$ cat src/rtl/shift_seq_pkg.sv
// Shared types and constants for the shift sequencer.
// Holds the controller state encoding and the two shift-direction codes.
// Both rtl/sseq_shift_reg.sv and rtl/shift_seq_ctrl.sv import this package.
package shift_seq_pkg;

  typedef enum logic [1:0] {
    IDLE  = 2'd0,
    SHIFT = 2'd1,
    DONE  = 2'd2
  } state_e;

  localparam logic DIR_TO_MSB = 1'b0;  // d enters bit 0
  localparam logic DIR_TO_LSB = 1'b1;  // d enters bit WIDTH-1

endpackage

$ cat src/rtl/sseq_shift_reg.sv
// Purpose: WIDTH-bit bidirectional serial-in shift register.
// Latency: q reflects a shift one edge after en=1; no backpressure (holds when en=0).
// Ports: clk, rst (sync, active-high) | en, dir, d (shift control) | q (contents).
module sseq_shift_reg
  import shift_seq_pkg::*;
#(
  parameter int WIDTH = 4
) (
  input  logic             clk,
  input  logic             rst,
  input  logic             en,
  input  logic             dir,
  input  logic             d,
  output logic [WIDTH-1:0] q
);

  logic [WIDTH-1:0] q_q;
  logic [WIDTH-1:0] q_d;

  always_comb begin
    q_d = q_q;
    if (en) begin
      if (dir == DIR_TO_LSB) begin
        q_d = {d, q_q[WIDTH-1:1]};
      end else begin
        q_d = {q_q[WIDTH-2:0], d};
      end
    end
  end

  always_ff @(posedge clk) begin
    if (rst) begin
      q_q <= '0;
    end else begin
      q_q <= q_d;
    end
  end

  assign q = q_q;

endmodule

$ cat src/rtl/shift_seq_ctrl.sv
// Purpose: command-driven sequencer serialising cmd_data into a shift register, one shift per cycle.
// Latency: accept at edge A, shifts at A+1..A+N, done in the cycle after A+N (count=0: cycle after A).
// Backpressure: cmd_ready is high only in IDLE; commands are held off while a shift sequence runs.
// Ports: clk, rst (sync, active-high) | cmd_valid/cmd_ready/cmd_dir/cmd_count/cmd_data (command)
//        abort | busy, done (status) | sr_en, sr_dir, sr_d (register drive) | q (register contents).
module shift_seq_ctrl
  import shift_seq_pkg::*;
#(
  parameter int WIDTH = 4,
  parameter int CNT_W = 8
) (
  input  logic             clk,
  input  logic             rst,
  input  logic             cmd_valid,
  output logic             cmd_ready,
  input  logic             cmd_dir,
  input  logic [CNT_W-1:0] cmd_count,
  input  logic [WIDTH-1:0] cmd_data,
  input  logic             abort,
  output logic             busy,
  output logic             done,
  output logic             sr_en,
  output logic             sr_dir,
  output logic             sr_d,
  output logic [WIDTH-1:0] q
);

  state_e           state_q, state_d;
  logic             dir_q, dir_d;
  logic [WIDTH-1:0] data_q, data_d;
  logic [CNT_W-1:0] rem_q, rem_d;   // shifts still to issue
  logic [CNT_W-1:0] idx_q, idx_d;   // index k of the next serial bit
  logic             sel_bit;

  // Serial bit for index k: MSB-first toward MSB, LSB-first toward LSB.
  // Indices past the word width fall through to the 0 default.
  always_comb begin
    sel_bit = 1'b0;
    for (int i = 0; i < WIDTH; i++) begin
      if (idx_q == CNT_W'(i)) begin
        sel_bit = (dir_q == DIR_TO_LSB) ? data_q[i] : data_q[WIDTH-1-i];
      end
    end
  end

  always_comb begin
    state_d   = state_q;
    dir_d     = dir_q;
    data_d    = data_q;
    rem_d     = rem_q;
    idx_d     = idx_q;
    cmd_ready = (state_q == IDLE);
    busy      = (state_q != IDLE);
    done      = (state_q == DONE);
    sr_en     = 1'b0;
    sr_dir    = 1'b0;
    sr_d      = 1'b0;

    unique case (state_q)
      IDLE: begin
        if (cmd_valid) begin
          dir_d   = cmd_dir;
          data_d  = cmd_data;
          rem_d   = cmd_count;
          idx_d   = '0;
          state_d = (cmd_count == '0) ? DONE : SHIFT;
        end
      end
      SHIFT: begin
        sr_dir = dir_q;
        sr_d   = sel_bit;
        if (abort) begin
          // Leave q with whatever was shifted so far; no done pulse.
          state_d = IDLE;
        end else begin
          sr_en = 1'b1;
          idx_d = idx_q + CNT_W'(1);
          rem_d = rem_q - CNT_W'(1);
          if (rem_q == CNT_W'(1)) begin
            state_d = DONE;
          end
        end
      end
      DONE: begin
        state_d = IDLE;
      end
      default: begin
        state_d = IDLE;
      end
    endcase
  end

  always_ff @(posedge clk) begin
    if (rst) begin
      state_q <= IDLE;
      dir_q   <= 1'b0;
      data_q  <= '0;
      rem_q   <= '0;
      idx_q   <= '0;
    end else begin
      state_q <= state_d;
      dir_q   <= dir_d;
      data_q  <= data_d;
      rem_q   <= rem_d;
      idx_q   <= idx_d;
    end
  end

  sseq_shift_reg #(
    .WIDTH(WIDTH)
  ) u_shift_reg (
    .clk(clk),
    .rst(rst),
    .en (sr_en),
    .dir(sr_dir),
    .d  (sr_d),
    .q  (q)
  );

endmodule
$ cat config.mk
export PLATFORM = sky130hd
export DESIGN_NAME = shift_seq_ctrl
export DESIGN_NICKNAME = d
export VERILOG_FILES = /design/src/rtl/shift_seq_pkg.sv /design/src/rtl/sseq_shift_reg.sv /design/src/rtl/shift_seq_ctrl.sv
export SDC_FILE = /design/constraint.sdc
export NUM_CORES = 1
export LEC_CHECK = 0
export CORE_MARGIN = 5
export CORE_UTILIZATION = 50
export CTS_CLUSTER_SIZE = 10
export DETAILED_ROUTE_END_ITERATION = 6
export GPL_TIMING_DRIVEN = 0
export PLACE_DENSITY = 0.73
export SYNTH_ARGS = -nofsm -noshare
export SYNTH_HDL_FRONTEND = slang
export SYNTH_SLANG_ARGS = --single-unit
$ cat constraint.sdc
create_clock -name clk -period 2.8 [get_ports clk]
set_input_delay 0.7 -clock clk [delete_from_list [all_inputs] [get_ports clk]]
set_output_delay 0.7 -clock clk [all_outputs]
set_load 0.01 [all_outputs]
; ---- After elaboration in Yosys (flattened, before gate mapping)
; Index checks and enable logic that the tools add are counted.
[word_totals]
word_cells = 49
ram_bits = 0
reg_bits = 27
memories = 0
latchBits = 0
mem_bits_ro = 0
[op_classes]
reduce_logical = 8
n_eq_ne = 9
n_div = 0
magnitude_cmp = 0
mul = 0
addsub = 2
muxes = 24
shifts = 0
bitwise_logic = 0
[op_table]
columns = cell, count
row1 = $mux W8, 4
row2 = $pmux W8 S2, 2
row3 = $eq A8 B1 Y1 const B, 2
row4 = $eq A8 B2 Y1 const B, 2
row5 = $logic_not A8 Y1, 2
row6 = $mux W1, 12
row7 = $add A8 B1 Y8 const B, 1
row8 = $mux W2, 4
row9 = $sub A8 B1 Y8 const B, 1
row10 = $mux W4, 1
row11 = $ne A2 B2 Y1 const B, 2
row12 = $pmux W2 S2, 1
row13 = $reduce_and A2 Y1, 2
row14 = $reduce_bool A2 Y1, 2
row15 = $ne A3 B3 Y1 const B, 1
row16 = $reduce_and A3 Y1, 1
row17 = $eq A2 B1 Y1 const B, 1
row18 = $eq A2 B2 Y1 const B, 1
row19 = $logic_not A2 Y1, 1

; ---- Logic depth before layout (Yosys ltp)
[depth]
ltp_word = 7
depth_mapped = 6
ltp_nobuf = 6

; ---- Hierarchy
; A second synthesis with hierarchy kept.
[unflattened]
cells_unflattened = 188
area_unflattened_um2 = 1540.2
[by_module_without_submodules]
columns = mod, seq_area_each_um2, cells_per_inst, area_each_um2, n_inst
row1 = shift_seq_ctrl, 460.4, 170, 1366.3, 1
row2 = sseq_shift_reg, 80.1, 18, 173.9, 1

; ---- Worst setup path after synthesis
; Ideal clock, no wire load.
[synth_timing]
path_kind = input-to-output
startpoint = input port abort
endpoint = output port sr_en
required_ns = 2.100
path_stages = 3
arrival_time_ns = 1.257
setup_slack_ns = 0.843
cell_sequence = or3b_1 -> buf_2 -> clkinv_4
[synth_between]
elab_chain_cells = 2
[synth_lines]
columns = item, line
row1 = from (decl), shift_seq_ctrl.sv:19  ; input logic abort,
row2 = $mux W1, shift_seq_ctrl.sv:72  ; if (abort) begin
row3 = $mux W1, shift_seq_ctrl.sv:59  ; unique case (state_q)
row4 = to (decl), shift_seq_ctrl.sv:22  ; output logic sr_en,
; No other way between the ends.

; ---- Worst setup path in the final report
; Same ends and word-level chain as after synthesis.

==> flow_summary.yaml <==
power:
  p_sw_mw: 0.260
  total_power_mw: 0.820
  power_frac_seq_pct: 51.9
  p_per_area_nw_per_um2: 418
  switching_share_pct: 31.7
  combPwrFrac_pct: 26.5
  pwr-share-clk_pct: 21.7
  total_leakage_power_nw: 0.716
  vdd_drop_max_mv: 0.349
  p_int_mw: 0.561
floorplan:
  fp-row-count: 20
  dieArea_um2: 4410
  start_util_pct: 52.2
  ios: 27
  fp.coreArea_um2: 3050
  fp.dieW_um: 66.4
  die_h_um: 66.4
finish:
  drive_above_1_share_pct: 12.8
  antennaDiodeCount: 0
  fin_cells: 270
  design_area_um2: 1960
  n_fill_cell: 272
  nets: 250
  synthToLayoutAreaGrowth_pct: 23.3
grt:
  grt_pass1_wl_um: 6710
  antenna_found_initial: 0
  grt_overflow: 0
  first_global_vias: 1542
  grt_usage_pct: 19.4
  grt_max_degree: 15
sta:
  clock-skew-final_ps: 13.5
  relSlewSlack_pct: 54.6
  slew_violations: 0
  finalCritPeriodShare_pct: 97.5
  rsz0062_at_grt: "no"
  setup_tns_ps: 0
  setup_violations: 0
  tightestPinTransition_ps: 678
  max_freq_mhz: 366
  period_minus_slack_ps: 2730
  hold_violations: 0
placed_design:
  port_buffers: 26
  dpl_cell_area_um2: 1910
  dp_hpwl_um: 2960
  gp_congestion: 0.938
  dp.cells: 265
routing:
  wl_um: 4000
  ant_nets: 0
  drt-initial-drc-count: 102
  drt-pass1-iter-count: 5
  drc: 0
  wl_per_cell_um: 14.8
  routed_via_density: 5.63
  vias: 1521
min_path:
  hp-class: "flip-flop to flip-flop"
  worstHoldStart: "idx_q[7]$_SDFFE_PP0P_"
logic_synthesis:
  synth_edf_count: 0
  synth_top_flop_cell: "dfxtp_1"
  synth_warnings: 0
  netlist_instances: 195
  postSynthRegisterBits: 27
  synth_cell_types: 44
  ys_seq_area_share_pct: 33.9
  synth_nets: 218
  synth.avg_cell_area_um2: 8.17
  async_flop_share_pct: 0
  synth_area_um2: 1590
setup_path:
  crit_start: "abort"
  cp.required_ps: 2100
  arrival_ps: 2030
  critical_path.max_fanout: 8
  critPathCaptureType: "output port"
  r2r_start: "state_q[0]$_SDFFE_PP0P_"
  path_class: "input port to output port"
  startpoint_type: "input port"
clock_network:
  cts_tree: "built"
  insertion_delay_ps: 340
  clkTransAtPathRegs_ps: 160
  clock_sinks: 27
  htree_levels: 1
  cts-root-buf: "clkbuf_4"
  numCtsBuffers: 3
  clock_path_buffers: 2
status:
  status: "finished clean"
job:
  cap_violations: 0
-- worst max-delay path: stages --
cell and delay [ps]:
clkdlybuf4s50_1 450, or3b_1 350, buf_2 170, clkinv_4 90, dlygate4sd2_1 270
-- cell type report --
type	instances	area (um2)	share of cell area (%)
sequential	27	546	27.8
multi-input combinational	141	937	47.7
buffer	10	62.6	3.18
inverter	17	68.8	3.50
tap	44	55.1	2.80
timing repair buffer	27	269	13.7
clock buffer	4	26.3	1.34
-- synthesized netlist by cell type, types with 2 or more instances --
library cell  count  area (um2)
a211oi_1          9        67.6
a21o_1            3        22.5
a21oi_1          21         105
a221oi_1          2        17.5
a31o_2            2        17.5
a31oi_1           2        12.5
buf_2             5        25.0
buf_6             2        22.5
clkbuf_1          2        7.51
dfxtp_1          27         541
ha_1              6        75.1
inv_1            16        60.1
mux2_2            3        33.8
mux2i_1           6        60.1
nand2_1           9        33.8
nand2b_1          3        18.8
nand3_1           5        25.0
nand4_1           2        12.5
nor2_1           25        93.8
nor2b_1           3        18.8
nor3_1            3        15.0
nor4_1            6        37.5
o21ai_0           8        40.0
o31ai_1           3        22.5
or2_2             2        12.5
or4_1             2        15.0
-- path summary, 6_finish.rpt --
path | endpoint | slack [ps] | depth (start not counted)
worst max-delay path | sr_en | 70 | 5
worst min register to register | idx_q[7]$_SDFFE_PP0P_ | 490 | 2
worst max register to register | idx_q[6]$_SDFFE_PP0P_ | 1040 | 6
worst min-delay path | idx_q[7]$_SDFFE_PP0P_ | 490 | 2
-- layer usage --
layer | vias up | track usage [%] | wire (um)
li1 | 767 | - | -
met1 | 720 | 22.4 | 1800
met2 | 32 | 34.4 | 2040
met3 | 2 | 5.44 | 151
met4 | 0 | 5.33 | 15
met5 | - | 0 | 0
-- per-stage QoR --
stage	hold slack (ps)	util, %	setup WS [ps]
3_3_place_gp	466	62.5	-214
5_1_grt	508	64.3	20.8
4_1_cts	494	63.9	-71.2
3_5_place_dp	469	62.5	-199
6_report	493	64.3	69.0
2_1_floorplan	449	-	843
-- what timing repair did --
item                       in CTS  in global routing
pin swaps                       1                  1
hold buffers                    0                  0
gates resized for setup         7                  2
buffers inserted                0                  1
hold endpoints to repair        0                  0
setup endpoints to repair       2                  1
-- sequential cells by signal (all words and copies together), names as in the netlist --
name / flops
u_shift_reg.q: 4
rem_q: 8
dir_q: 1
idx_q: 8
state_q: 2
data_q: 4
-- cell usage in the layout (no fill, tap or decap), drive strengths merged, types with 4 or more instances in the layout --
| cell type | netlist | final |
|---|---|---|
| nand2 | 9 | 9 |
| dfxtp | 27 | 27 |
| a211oi | 9 | 9 |
| nand2b | 4 | 4 |
| nor2 | 25 | 25 |
| clkdlybuf4s50 | 0 | 24 |
| nor4 | 6 | 6 |
| clkbuf | 2 | 6 |
| inv | 16 | 16 |
| buf | 8 | 9 |
| o21ai | 8 | 8 |
| mux2i | 6 | 6 |
| a21oi | 22 | 22 |
| ha | 6 | 6 |
| nand3 | 5 | 5 |
-- power groups by stage --
| stage | registers (mW) | logic, mW | clock network (mW) |
|---|---|---|---|
| floorplan | 0.430 | 0.138 | 0 |
| finish | 0.426 | 0.217 | 0.178 |
| detailed placement | 0.434 | 0.212 | 0 |
| global route | 0.429 | 0.238 | 0.200 |
| global placement | 0.433 | 0.206 | 0 |
| CTS | 0.426 | 0.216 | 0.182 |
-- logic make-up after synthesis --
family	after synthesis	synth area share [%]
AOI/OAI and AO/OA	58	24.8
xor gates and xnor gates	1	0.550
adders and majority gates	6	4.71
buffers and inverters	27	8.25
DFF	27	33.9
muxes	9	5.89
and+or+nand+nor	67	21.8
Power figures use the tool's default switching activity.
